<file path="config.mk">
export PLATFORM = sky130hd
export DESIGN_NAME = exu_wb_arbiter
export DESIGN_NICKNAME = d
export VERILOG_FILES = /design/src/rtl/exu_wb_arbiter.sv
export SDC_FILE = /design/constraint.sdc
export NUM_CORES = 1
export LEC_CHECK = 0
export BUFFER_PORTS_ARGS = -buffer_cell sky130_fd_sc_hd__buf_2
export CORE_MARGIN = 2
export CORE_UTILIZATION = 25
export CTS_BUF_LIST = sky130_fd_sc_hd__clkbuf_4 sky130_fd_sc_hd__clkbuf_8
export CTS_CLUSTER_DIAMETER = 150
export DETAILED_ROUTE_END_ITERATION = 12
export PLACE_DENSITY = 0.49
export SYNTH_ARGS = -nofsm -noshare
export SYNTH_HDL_FRONTEND = slang
export SYNTH_SLANG_ARGS = --single-unit
</file>
<file path="constraint.sdc">
create_clock -name clk -period 4.7 [get_ports clk]
set_input_delay 0.705 -clock clk [delete_from_list [all_inputs] [get_ports clk]]
set_output_delay 0.705 -clock clk [all_outputs]
set_load 0.02 [all_outputs]
</file>
<file path="src/rtl/exu_wb_arbiter.sv">
// exu_wb_arbiter
//
// Schedules the single integer register-file write port. The single-cycle ALU path
// normally wins, and three multi-cycle sources (muldiv, mem, csr) share the port
// round-robin. A starvation counter stalls the ALU once a pending requester has been
// denied STARVE_LIMIT cycles in a row, so the multi-cycle units always make progress.
// The winner is captured in a single writeback register stage.
//
// Ports:
//   clk, rst_n                      clock, asynchronous active-low reset
//   alu_we_i/waddr_i/wdata_i        ALU result for this cycle
//   alu_stall_o                     ALU result not accepted; re-presented next cycle
//   <src>_valid_i/waddr_i/wdata_i   multi-cycle result, held until ready
//   <src>_ready_o                   result accepted this cycle (combinational)
//   reg_we_o/waddr_o/wdata_o        registered regfile write port
//
// STARVE_LIMIT legal range is 1..15.

module exu_wb_arbiter #(
  parameter int unsigned STARVE_LIMIT = 4
) (
  input  logic        clk,
  input  logic        rst_n,

  input  logic        alu_we_i,
  input  logic [4:0]  alu_waddr_i,
  input  logic [31:0] alu_wdata_i,
  output logic        alu_stall_o,

  input  logic        muldiv_valid_i,
  input  logic [4:0]  muldiv_waddr_i,
  input  logic [31:0] muldiv_wdata_i,
  output logic        muldiv_ready_o,

  input  logic        mem_valid_i,
  input  logic [4:0]  mem_waddr_i,
  input  logic [31:0] mem_wdata_i,
  output logic        mem_ready_o,

  input  logic        csr_valid_i,
  input  logic [4:0]  csr_waddr_i,
  input  logic [31:0] csr_wdata_i,
  output logic        csr_ready_o,

  output logic        reg_we_o,
  output logic [4:0]  reg_waddr_o,
  output logic [31:0] reg_wdata_o
);

  localparam logic [3:0] StarveLimit = 4'(STARVE_LIMIT);

  // Round-robin pointer: 0 = muldiv, 1 = mem, 2 = csr.
  logic [1:0]  rr_ptr_q, rr_ptr_d;
  logic [3:0]  starve_cnt_q, starve_cnt_d;
  logic        reg_we_q, reg_we_d;
  logic [4:0]  reg_waddr_q, reg_waddr_d;
  logic [31:0] reg_wdata_q, reg_wdata_d;

  logic [2:0]  req_valid;
  logic        any_valid;
  logic        starve;
  logic [1:0]  rr_eff;
  logic [2:0]  req_rot;
  logic [1:0]  rot_off;
  logic [2:0]  gnt_sum;
  logic [1:0]  gnt_idx;
  logic        req_take;
  logic        alu_gnt;
  logic [2:0]  req_gnt;
  logic [4:0]  req_waddr;
  logic [31:0] req_wdata;
  logic [4:0]  win_waddr;
  logic [31:0] win_wdata;

  assign req_valid = {csr_valid_i, mem_valid_i, muldiv_valid_i};
  assign any_valid = |req_valid;
  assign starve    = (starve_cnt_q == StarveLimit);

  // The encoding 3 is unreachable; fold it onto muldiv so the scan stays defined.
  assign rr_eff = (rr_ptr_q == 2'd3) ? 2'd0 : rr_ptr_q;

  // Rotate the valids so bit 0 is the requester the pointer currently favours.
  always_comb begin
    req_rot = req_valid;
    unique case (rr_eff)
      2'd1:    req_rot = {req_valid[0], req_valid[2], req_valid[1]};
      2'd2:    req_rot = {req_valid[1], req_valid[0], req_valid[2]};
      default: req_rot = req_valid;
    endcase
  end

  always_comb begin
    rot_off = 2'd0;
    if (req_rot[0]) begin
      rot_off = 2'd0;
    end else if (req_rot[1]) begin
      rot_off = 2'd1;
    end else if (req_rot[2]) begin
      rot_off = 2'd2;
    end
  end

  // Map the rotated offset back to an absolute requester index (mod 3).
  assign gnt_sum = {1'b0, rr_eff} + {1'b0, rot_off};
  assign gnt_idx = (gnt_sum >= 3'd3) ? 2'(gnt_sum - 3'd3) : gnt_sum[1:0];

  // A requester wins whenever one is valid, unless the ALU has a result and nobody
  // is starving. When starving with no requester valid the ALU still goes through.
  assign req_take = any_valid & ~(alu_we_i & ~starve);
  assign alu_gnt  = alu_we_i & ~req_take;
  assign req_gnt  = req_take ? (3'b001 << gnt_idx) : 3'b000;

  assign muldiv_ready_o = req_gnt[0];
  assign mem_ready_o    = req_gnt[1];
  assign csr_ready_o    = req_gnt[2];
  assign alu_stall_o    = alu_we_i & req_take;

  always_comb begin
    req_waddr = muldiv_waddr_i;
    req_wdata = muldiv_wdata_i;
    case (gnt_idx)
      2'd0: begin
        req_waddr = muldiv_waddr_i;
        req_wdata = muldiv_wdata_i;
      end
      2'd1: begin
        req_waddr = mem_waddr_i;
        req_wdata = mem_wdata_i;
      end
      default: begin
        req_waddr = csr_waddr_i;
        req_wdata = csr_wdata_i;
      end
    endcase
  end

  assign win_waddr = alu_gnt ? alu_waddr_i : req_waddr;
  assign win_wdata = alu_gnt ? alu_wdata_i : req_wdata;

  always_comb begin
    rr_ptr_d     = rr_ptr_q;
    starve_cnt_d = starve_cnt_q;
    reg_we_d     = 1'b0;
    reg_waddr_d  = reg_waddr_q;
    reg_wdata_d  = reg_wdata_q;

    if (req_take) begin
      rr_ptr_d = (gnt_idx == 2'd2) ? 2'd0 : gnt_idx + 2'd1;
    end

    if (req_take || !any_valid) begin
      starve_cnt_d = 4'd0;
    end else if (alu_gnt && !starve) begin
      starve_cnt_d = starve_cnt_q + 4'd1;
    end

    // Writes to x0 are accepted from the source but never reach the regfile.
    if (alu_gnt || req_take) begin
      reg_we_d    = (win_waddr != 5'd0);
      reg_waddr_d = win_waddr;
      reg_wdata_d = win_wdata;
    end
  end

  always_ff @(posedge clk or negedge rst_n) begin
    if (!rst_n) begin
      rr_ptr_q     <= 2'd0;
      starve_cnt_q <= 4'd0;
      reg_we_q     <= 1'b0;
      reg_waddr_q  <= 5'd0;
      reg_wdata_q  <= 32'd0;
    end else begin
      rr_ptr_q     <= rr_ptr_d;
      starve_cnt_q <= starve_cnt_d;
      reg_we_q     <= reg_we_d;
      reg_waddr_q  <= reg_waddr_d;
      reg_wdata_q  <= reg_wdata_d;
    end
  end

  assign reg_we_o    = reg_we_q;
  assign reg_waddr_o = reg_waddr_q;
  assign reg_wdata_o = reg_wdata_q;

endmodule

</file>
==> metrics.txt <==
Top Ports between 150 and 200; Syn Area/Cell roughly 8.8 sq um; vias in the first global route roughly 3400; post-synth net total around 550; Synth Area in XOR/XNOR 0.00515; crit end category output pin; crit-path max cell delay ~0.63 ns; Critical Path AT about 3.8 ns; Synth top area share 0.323; leakage dissipation approximately 2.2 nW; H-tree depth 2; DRC Markers 0; Slew HR 0.320; gpl congestion 0.878; Final Cycle Share 0.956; sequential share of power 0.159; hold buffers post-CTS 0; f_max around 220 MHz; CP required between 3 and 4 ns; PwrDens 909 nW/um^2; post-synthesis mux area share 0.100; Routed WL between 10000 and 15000 um; post-route ant nets 0; Cell Int Power 0.00201 W; nets 730; total grt overflow 0; Synth Area in Compound Gates 0.274; RSZ-0062 raised after global routing false; Max VDD drop between 0.7 and 0.8 mV; GRT Util Overall 0.138; fraction of layout cells with a size suffix above 1 0.437; clock network fraction of total power 0.073; FILL cells around 1400; clock buffer count from CTS 5; die area ~15000 sq um; pin count of the biggest net entering global routing 45; initial antenna violation count 0; final setup TNS 0 ns; root buffer selected by CTS clkbuf_8; Core ar. 13300 sq um; GRT busiest layer met2; DIE HEIGHT 121 um; Mapped Area 3400 sq um; GRT met3 Usage 0.0311; CP Max Fanout 6; Crit path buffers/inverters 3; Synth warnings 0; Critical-path top delay cell or4b_2; GR Util met1 0.172; max-slew violation count 0; Worst Tran Pin Value between 1 and 1.5 ns; WS Path Type reg2out; sw frac 0.511; CTS tree done; Worst-path clk slew ~0.090 ns; row cnt 42; initial DRC count 152; sw power around 0.0021 W; DR WL/cell roughly 14 um; Synth area leader dfrtp_1; post-synthesis simple-gate area fraction 0.167; Seq/Total Area, Yosys 0.323; Comb power frac 0.768; Gate Count Post-Synth slightly below 400; first-pass GRT wire length roughly 16000 um; crit path time final approximately 4.5 ns; hold crit path type reg2reg; WHS slightly below 0.5 ns; Yosys cell types 47; area growth from synthesis to layout 32.7%; clock sink count 44; drt pass-1 iters 4; final count of negative-setup-slack endpoints 0; #FFs+latches synth 44; clk buf depth 2; max-capacitance violation count 0; port bufs approximately 200; CP Launch Type register; GR Util met2 0.243; Vias/cell approximately 4.7; skew final ~0.0062 ns; synth top area cells dfrtp_1 32%, mux2i_1 9.7%, a211o_1 8.2%, nor2_1 7.9%, a21oi_1 7.1%; worst skew pair latency ~0.3 ns; Synth Area in Adders 0.0353; die width approximately 120 um; routed vias roughly 3500; final hold vios 0; status finished, final reports clean; CP delay by family, top simple AND/OR/NAND/NOR gates; worst-path cell chain inv_1, ha_1, or4b_2, o22a_1, fa_2, inv_1, ha_1, nand2b_2, nor2_4, a21oi_4, nor3b_1, buf_2; Initial Utilization 0.256; DP Wirelength just under 8000 um; Antenna diodes 0; main combinational cell family by area after synthesis compound AO/OA/AOI/OAI gates
==> worst reg2reg max path, stage by stage, from the launching register on <==
cell	delay (ns)
dfrtp_1	0.39
inv_1	0.09
ha_1	0.35
or4b_2	0.63
o22a_1	0.19
fa_2	0.58
inv_1	0.11
ha_1	0.23
nand3b_4	0.26
a21oi_4	0.25
buf_4	0.38
mux2i_1	0.15
a211o_1	0.31
a21oi_1	0.12
==> placed cells by master, fill, tap and decap left out, drive strengths merged, types with 4 or more instances in the layout <==
master  count
mux2i      33
nand2      18
a211o      32
a31oi       5
nand2b      4
nand3b      4
o22ai       4
nor2       73
o21ai       7
ha          8
a21oi      75
clkbuf      5
buf       203
nand3      13
dfrtp      44
inv        11
==> worst paths after layout <==
path | slack (ns) | to | start | cells past startpoint
setup / recovery | 0.21 | csr_ready_o | rr_ptr_q[0]$_DFFE_PN0P_ | 12
hold / removal | 0.48 | reg_waddr_o[4]$_DFFE_PN0P_ | reg_waddr_o[4]$_DFFE_PN0P_ | 2
setup reg to reg | 0.57 | reg_wdata_o[6]$_DFFE_PN0P_ | rr_ptr_q[0]$_DFFE_PN0P_ | 13
hold reg to reg | 0.48 | reg_waddr_o[4]$_DFFE_PN0P_ | reg_waddr_o[4]$_DFFE_PN0P_ | 2
max in group asynchronous | 3.50 | reg_wdata_o[6]$_DFFE_PN0P_ | rst_n | 1
min in group asynchronous | 0.57 | reg_wdata_o[26]$_DFFE_PN0P_ | rst_n | 1
==> metal layers <==
metal,part of all wire,vias up
met2,0.49,139
met4,0.011,0
met5,0,-
li1,-,1737
met1,0.43,1632
met3,0.072,12
==> through the flow <==
step | utilization | cells | total power (W) | area, sq um | worst slack, ns
6_report | 0.340 | 744 | 0.00411 | 4520 | 0.208
5_1_grt | 0.340 | 744 | 0.00448 | 4520 | 0.0502
4_1_cts | 0.339 | 742 | 0.00414 | 4500 | 0.0246
3_5_place_dp | 0.330 | 734 | 0.00382 | 4390 | 0.321
3_3_place_gp | 0.330 | 734 | 0.00378 | 4390 | 0.374
2_1_floorplan | - | 385 | 0.00337 | 3400 | 0.255
==> repair_timing <==
item,in CTS,in global routing
resized for setup,0,1
endpoints found under the setup margin,0,3
setup buffers,0,2
==> cells by family (layout without fill, tap and decap cells) <==
family | count (synthesis) | in the layout
compound gates | 133 | 133
flops | 44 | 44
xor+xnor | 2 | 2
simple gates | 124 | 124
buf+inv | 39 | 222
mux | 34 | 34
fa+ha+maj | 9 | 9
==> flip-flops by register name, indices dropped and copies added, names as in the netlist <==
register	flops
reg_wdata_o	32
reg_waddr_o	5
rr_ptr_q	2
reg_we_o	1
starve_cnt_q	4
==> power by group through the flow <==
stage / Sequential [W] / Combinational [W] / Clock [W]
after floorplan: 0.000867 / 0.00251 / 0
after global placement: 0.000657 / 0.00312 / 0
after detailed placement: 0.000660 / 0.00316 / 0
after CTS: 0.000656 / 0.00317 / 0.000316
after global routing: 0.000683 / 0.00347 / 0.000332
final: 0.000654 / 0.00316 / 0.000298
==> cell usage after synthesis (all sizes together) <==
library cell and count:
fa 1, and3 2, mux2 1, a31o 1, nor3 2, xor2 1, and3b 1, nand2 18
a31oi 5, a211oi 2, o32ai 2, dfrtp 44, ha 8, o22ai 4, o21ai 7, a21boi 1
nor3b 2, clkbuf 17, nor2 73, a211o 32, nor2b 1, xnor2 1, nand3b 4, and2 1
o21a 1, buf 10, nor4b 1, nand3 13, or4b 1, mux2i 33, o22a 1, or3 1
dlymetal6s2s 1, nand2b 4, inv 11, o211ai 1, a32oi 1, a21oi 75
==> area by class of cell <==
class | count | area [sq um] | area share
multi-input combinational | 302 | 2010 | 0.444
sequential | 44 | 1100 | 0.244
timing repair buffer | 203 | 1040 | 0.229
tap | 176 | 220 | 0.0487
clock buffer | 5 | 68.8 | 0.0152
clock inverter | 3 | 42.5 | 0.00942
inverter | 11 | 41.3 | 0.00914
Power figures use the tool's default switching activity.
